--- config.mk ---
export PLATFORM = sky130hd
export DESIGN_NAME = w21_col_mac_seq
export DESIGN_NICKNAME = d
export VERILOG_FILES = /design/src/rtl/w21_col_mac_seq.sv
export SDC_FILE = /design/constraint.sdc
export NUM_CORES = 1
export LEC_CHECK = 0
export ABC_CLOCK_PERIOD_IN_PS = 2850
export BUFFER_PORTS_ARGS = -buffer_cell sky130_fd_sc_hd__buf_2
export CORE_MARGIN = 2
export CORE_UTILIZATION = 63
export DETAILED_ROUTE_END_ITERATION = 10
export HOLD_SLACK_MARGIN = 0.08
export PLACE_DENSITY = 0.83
export REMOVE_ABC_BUFFERS = 1
export SYNTH_ARGS = -nofsm -noshare
export SYNTH_HDL_FRONTEND = slang
export SYNTH_SLANG_ARGS = --single-unit
--- constraint.sdc ---
create_clock -name clk -period 2.85 [get_ports clk]
set_input_delay 0.57 -clock clk [delete_from_list [all_inputs] [get_ports clk]]
set_output_delay 0.57 -clock clk [all_outputs]
set_load 0.01 [all_outputs]
--- src/rtl/w21_col_mac_seq.sv ---
// Purpose: walks a combinational weight ROM, multiplies each weight by one streamed activation, accumulates a signed dot product.
// Latency: DEPTH+2 cycles from accepted start to res_valid with no activation stalls; product-to-accumulate is one cycle.
// Backpressure: act_ready stalls are unlimited; res_valid/res_data hold until res_ready. Optional saturation: W21_MAC_SAT_EN.
module w21_col_mac_seq #(
    parameter int ADDR_W = 9,
    parameter int DATA_W = 21,
    parameter int DEPTH  = 300,
    parameter int ACT_W  = 8,
    parameter int ACC_W  = 38,
    parameter int OUT_W  = 32
) (
    input  logic              clk,
    input  logic              rst_n,
    input  logic              start,
    output logic              busy,
    input  logic              act_valid,
    output logic              act_ready,
    input  logic [ACT_W-1:0]  act_data,
    output logic [ADDR_W-1:0] adrs_clm,
    input  logic [DATA_W-1:0] rom_data,
    output logic              res_valid,
    input  logic              res_ready,
    output logic [OUT_W-1:0]  res_data,
    output logic              done
);

    localparam int PROD_W = DATA_W + ACT_W;
    localparam logic [ADDR_W-1:0] LAST_ADR = ADDR_W'(DEPTH - 1);
    localparam logic signed [ACC_W-1:0] OUT_MAX = {{(ACC_W-OUT_W+1){1'b0}}, {(OUT_W-1){1'b1}}};
    localparam logic signed [ACC_W-1:0] OUT_MIN = {{(ACC_W-OUT_W+1){1'b1}}, {(OUT_W-1){1'b0}}};

    typedef enum logic [1:0] {IDLE, RUN, DRAIN, OUT} state_t;

    state_t                    state;
    logic signed [PROD_W-1:0]  p_reg;
    logic                      p_vld;
    logic signed [ACC_W-1:0]   acc;
    logic signed [DATA_W-1:0]  w_s;
    logic signed [ACT_W-1:0]   a_s;
    logic signed [PROD_W-1:0]  prod;
    logic                      beat;

    assign w_s  = rom_data;
    assign a_s  = act_data;
    assign prod = w_s * a_s;
    assign beat = act_valid & act_ready;

    // Control FSM: address walk, handshakes and all registered status outputs.
    always_ff @(posedge clk or negedge rst_n) begin
        if (!rst_n) begin
            state     <= IDLE;
            busy      <= 1'b0;
            act_ready <= 1'b0;
            adrs_clm  <= '0;
            res_valid <= 1'b0;
            done      <= 1'b0;
        end else begin
            done <= 1'b0;
            case (state)
                IDLE: begin
                    if (start) begin
                        busy      <= 1'b1;
                        adrs_clm  <= '0;
                        act_ready <= 1'b1;
                        state     <= RUN;
                    end
                end
                RUN: begin
                    if (beat) begin
                        if (adrs_clm == LAST_ADR) begin
                            // Final pair taken: hold the address and stop accepting.
                            act_ready <= 1'b0;
                            state     <= DRAIN;
                        end else begin
                            adrs_clm <= adrs_clm + 1'b1;
                        end
                    end
                end
                DRAIN: begin
                    // The last product is being added this cycle; result is ready next.
                    res_valid <= 1'b1;
                    state     <= OUT;
                end
                OUT: begin
                    if (res_ready) begin
                        res_valid <= 1'b0;
                        busy      <= 1'b0;
                        done      <= 1'b1;
                        state     <= IDLE;
                    end
                end
                default: state <= IDLE;
            endcase
        end
    end

    // Two-stage datapath: register the full-precision product, then accumulate it.
    always_ff @(posedge clk or negedge rst_n) begin
        if (!rst_n) begin
            p_reg <= '0;
            p_vld <= 1'b0;
            acc   <= '0;
        end else begin
            p_vld <= beat;
            if (beat) begin
                p_reg <= prod;
            end
            if (state == IDLE && start) begin
                acc <= '0;
            end else if (p_vld) begin
                acc <= acc + {{(ACC_W-PROD_W){p_reg[PROD_W-1]}}, p_reg};
            end
        end
    end

    // Reduce the accumulator to the output width.
    always_comb begin
        res_data = acc[OUT_W-1:0];
`ifdef W21_MAC_SAT_EN
        if (acc > OUT_MAX) begin
            res_data = {1'b0, {(OUT_W-1){1'b1}}};
        end else if (acc < OUT_MIN) begin
            res_data = {1'b1, {(OUT_W-1){1'b0}}};
        end
`endif
    end

endmodule

==> Word-level counts from Yosys, hierarchy flattened <==
Index checks and enable logic that the tools add are counted.
Widths: inputs -> output; s select.
{ "classes": {"mux": 20, "multipliers": 1, "n_reduce_logical": 11, "n_addsub": 2, "eq_ne": 9, "bitwise": 1} }
{ "ops": {"columns": ["op", "count"], "rows": [
  ["$mux 38", 2],
  ["$add 38x38->38", 1],
  ["$mul 21x8->29", 1],
  ["$mux 9", 3],
  ["$pmux 9 s2", 1],
  ["$reduce_and 4->1", 3],
  ["$ne 2x2->1 const B", 5],
  ["$add 9x1->9 const B", 1],
  ["$eq 9x9->1 const B", 1],
  ["$mux 2", 4],
  ["$pmux 2 s4", 1],
  ["$reduce_bool 2->1", 4],
  ["$mux 1", 6],
  ["$pmux 1 s2", 3],
  ["$eq 2x2->1 const B", 2],
  ["$reduce_and 3->1", 1],
  ["$eq 2x1->1 const B", 1],
  ["$logic_not 2->1", 1],
  ["$reduce_and 2->1", 1],
  ["$and 1x1->1", 1],
  ["$logic_and 1x1->1", 1]
]} }
{ "word_totals": {"in_bits": 34, "ff_bits": 83, "word_cells": 53} }

==> Longest topological paths before layout <==
{ "logic_depth": {"ltp_word": 4, "depth_mapped": 20} }

==> Worst setup path before layout <==
OpenSTA, ideal clock, no wires.
{ "synth_path": {"path_type": "input -> register", "startpoint": "input port act_data[7]", "endpoint": "register p_reg[23]", "path_slack_ns": -2.375, "n_path_buf": 1, "required_ns": 2.720, "path_stages": 19, "arrival_ns": 5.095, "setup_time_ns": 0.130, "path_cell_list": "clkinv_1 clkbuf_1 nor2_1 fa_1 fa_1 fa_1 inv_1 fa_1 inv_1 ha_1 a21o_1 a21o_1 a21oi_1 o221a_2 a21oi_1 or3_1 a21oi_1 xor2_1 o21ai_1"} }
{ "synth_via": {"elab_chain_cells": 1} }
{ "synth_lines": {"columns": ["item", "line_no", "text"], "rows": [
  ["from (decl)", "18", "input logic [ACT_W-1:0] act_data,"],
  ["$mul 21x8->29", "45", "assign prod = w_s * a_s;"],
  ["to (signal assigned)", "106", "p_reg <= prod;"],
  ["to (decl)", "35", "logic signed [PROD_W-1:0] p_reg;"]
]} }
Every way passes these cells.
A chain may end at the register's enable or synchronous reset.

==> Worst setup path in the final report <==
{ "layout_path": {"startpoint": "input port act_data[6]", "endpoint": "register p_reg[17]"} }
The elaborated chain is that of the path after synthesis.

==> impl_metrics.json <==
{
  "outcome": "complete, but fails checks",
  "violations": "setup timing",
  "worstPathArrival_ns": 5.12,
  "layout_commonest_cell": "inv_1",
  "worstMarginPinSlew_ns": 0.9427,
  "skew_ns": 0.003523,
  "grt_pass1_wl_mm": 48.44,
  "die_w_um": 134.0,
  "routabilityCongestion": 0.9334,
  "hp-class": "in2async",
  "worst_slack_ns": -2.078,
  "powerDensity_nw_per_um2": 847.2,
  "cp-end-kind": "flop",
  "grt_pass1_vias": 10066,
  "crit_top_cell": "fa_1",
  "p_leak_nw": 6.545,
  "setup_viol": 25,
  "drt_iter0_markers": 750,
  "portBuffers": 78,
  "antenna_found_initial": 0,
  "grt_usage_pct": 33.94,
  "finalMaxSlewViolations": 0,
  "netlist_top_cells_area": "fa_1, dfrtp_1, ha_1",
  "ys.flop_type": "dfrtp_1",
  "area_growth_pct": 26.86,
  "die-area_sq_um": 17970,
  "yosysTopAreaCellShare_pct": 25.18,
  "critPathRequiredTime_ns": 3.04,
  "start_util_pct": 64.24,
  "final_cell_mix": "inv_1, fa_1, buf_4",
  "grt_max_degree": 78,
  "dpl_worst_slack_ns": -2.490,
  "pin_count": 79,
  "fin_cells": 1618,
  "cts_buffers": 9,
  "dp_hpwl_mm": 19.64,
  "hold_violations": 0,
  "syn_area_per_cell_sq_um": 8.915,
  "path_cells": "buf_4 > buf_6 > and2_4 > fa_1 > fa_1 > fa_1 > inv_1 > fa_1 > inv_2 > ha_4 > nand2_1 > o211ai_1 > buf_4 > nand3_2 > o31a_1 > o21bai_1 > a21oi_2 > xor2_1 > o21ai_0",
  "yosysWarnings": 0,
  "criticalPathCategory": "in2reg",
  "post_drt_via_cell_ratio": 6.079,
  "globalRouteOverflowTotal": 0,
  "critPathSlowestCell": "fa_1",
  "fp.dieH_um": 134.0,
  "ant_nets": 0,
  "clock_path_buffers": 2,
  "timing.fmax_ghz": 0.2029,
  "relSlewSlack_pct": 37.16,
  "fin_crit_ns": 4.928,
  "postSynthCellCount": 1195,
  "drt_first_pass_iters": 8,
  "remaining_drc_errors": 0,
  "syn_area_sq_um": 10650,
  "ir_drop_mv": 0.6397,
  "ctsHoldBuffers": 0,
  "cap_violations": 0,
  "vias": 9836,
  "largest_reg_flops": 32,
  "synth_cell_types": 66,
  "cts-root-buf": "clkbuf_16",
  "seq_area_frac_synth_pct": 18.09,
  "core_area_sq_um": 16580,
  "rsz0062_at_grt": "yes",
  "clk_pin_slew_ns": 0.06,
  "slowest_delay_ns": 0.51,
  "startpoint_type": "primary input",
  "post-place-cells": 1579,
  "nets": 1652,
  "drive_above_1_share_pct": 27.97,
  "clk_latency_ns": 0.34,
  "wl_per_cell_um": 19.75,
  "synth_edf_count": 0,
  "post-route-util_pct": 81.50,
  "cp_max_fo": 5,
  "cts_tree": "built",
  "placementRows": 47,
  "wirelength_mm": 31.95,
  "cts_max_level": 3,
  "period_share_pct": 172.9,
  "async_flop_share_pct": 100.0,
  "synth_largest_area_cell": "fa_1",
  "antenna_cells": 0,
  "fillers": 910,
  "synth_seq_cells": 77,
  "cts.sinks": 77
}
-- per-layer routing --
layer  GRT usage, %  wire length [um]
met5              0                 0
met4          19.18              2055
met3          4.686              2238
met2          60.11             16000
met1          39.70             11660
-- per-stage QoR --
stage	area (sq um)	setup TNS, ns	power (W)	hold slack (ns)
2_1_floorplan	10480	-40.04	0.004947	0.2744
6_report	13520	-37.94	0.01145	0.3751
4_1_cts	13210	-32.01	0.009772	0.4125
5_1_grt	13520	-39.50	0.01209	0.4457
3_5_place_dp	12100	-47.43	0.007331	0.4779
3_3_place_gp	12100	-44.81	0.007083	0.4702
-- synthesized netlist by cell type (4+ instances only) --
cell	count
a211oi_1	9
a21o_1	24
a21oi_1	54
a31oi_1	6
and2_1	131
and3_1	10
buf_1	4
clkbuf_1	33
dfrtp_1	77
fa_1	134
ha_1	91
inv_1	199
mux2_2	4
mux2i_1	22
nand2_1	80
nand2b_1	13
nand3_1	15
nand3b_1	4
nand4_1	9
nor2_1	69
nor2b_1	8
nor3_1	15
nor4b_1	6
o211ai_1	6
o21a_1	5
o21ai_0	50
o21bai_1	4
xnor2_1	32
xor2_1	21
-- critical path, delay by kind of cell --
kind | cells | cell delay, ns
buffers and inverters | 5 | 0.61
AOI/OAI and AO/OA | 5 | 1.07
and+or+nand+nor | 3 | 0.31
xor gates and xnor gates | 1 | 0.21
adders and majority gates | 5 | 2.34
-- where the power goes --
part / internal, W / switching (W)
Clock: 0.000789 / 0.000460
Combinational: 0.00445 / 0.00466
Sequential: 0.00109 / 0
-- layout make-up --
type / instances / area (sq um) / area share, %
clock buffers: 10 / 239.0 / 1.768
clock inverters: 6 / 86.33 / 0.6388
inverters: 200 / 763.2 / 5.647
multi-input cells: 877 / 8454 / 62.55
flip-flops and latches: 77 / 1927 / 14.26
well taps: 220 / 275.3 / 2.037
repair buffers: 228 / 1770 / 13.10
-- kinds of logic (layout without fill, tap and decap cells) --
| family | after synthesis | after routing | synth area share [%] |
|---|---|---|---|
| compound gates | 197 | 197 | 11.87 |
| simple gates | 376 | 376 | 18.67 |
| xor+xnor | 53 | 53 | 4.357 |
| buf+inv | 241 | 444 | 8.655 |
| flops | 77 | 77 | 18.09 |
| fa+ha+maj | 225 | 225 | 35.87 |
| mux | 26 | 26 | 2.490 |
-- timing repair --
action                                  CTS  global route
setup buffers                            15             7
cloned                                    1             0
pin swaps                                93            75
hold endpoints to repair                  0             0
endpoints found under the setup margin   25            31
gates resized for setup                 163            66
-- path summary, 6_finish.rpt --
check,start,end,depth (start not counted),slack (ns)
max,act_data[6],p_reg[17],19,-2.08
min,rst_n,busy,1,0.38
max reg2reg,acc[10],acc[31],10,0.03
min reg2reg,p_reg[18],p_reg[18],2,0.49
max in group asynchronous,rst_n,acc[9],1,1.87
min in group clk,res_ready,res_valid,2,0.44
No activity file was read; power rests on OpenSTA's default activity.
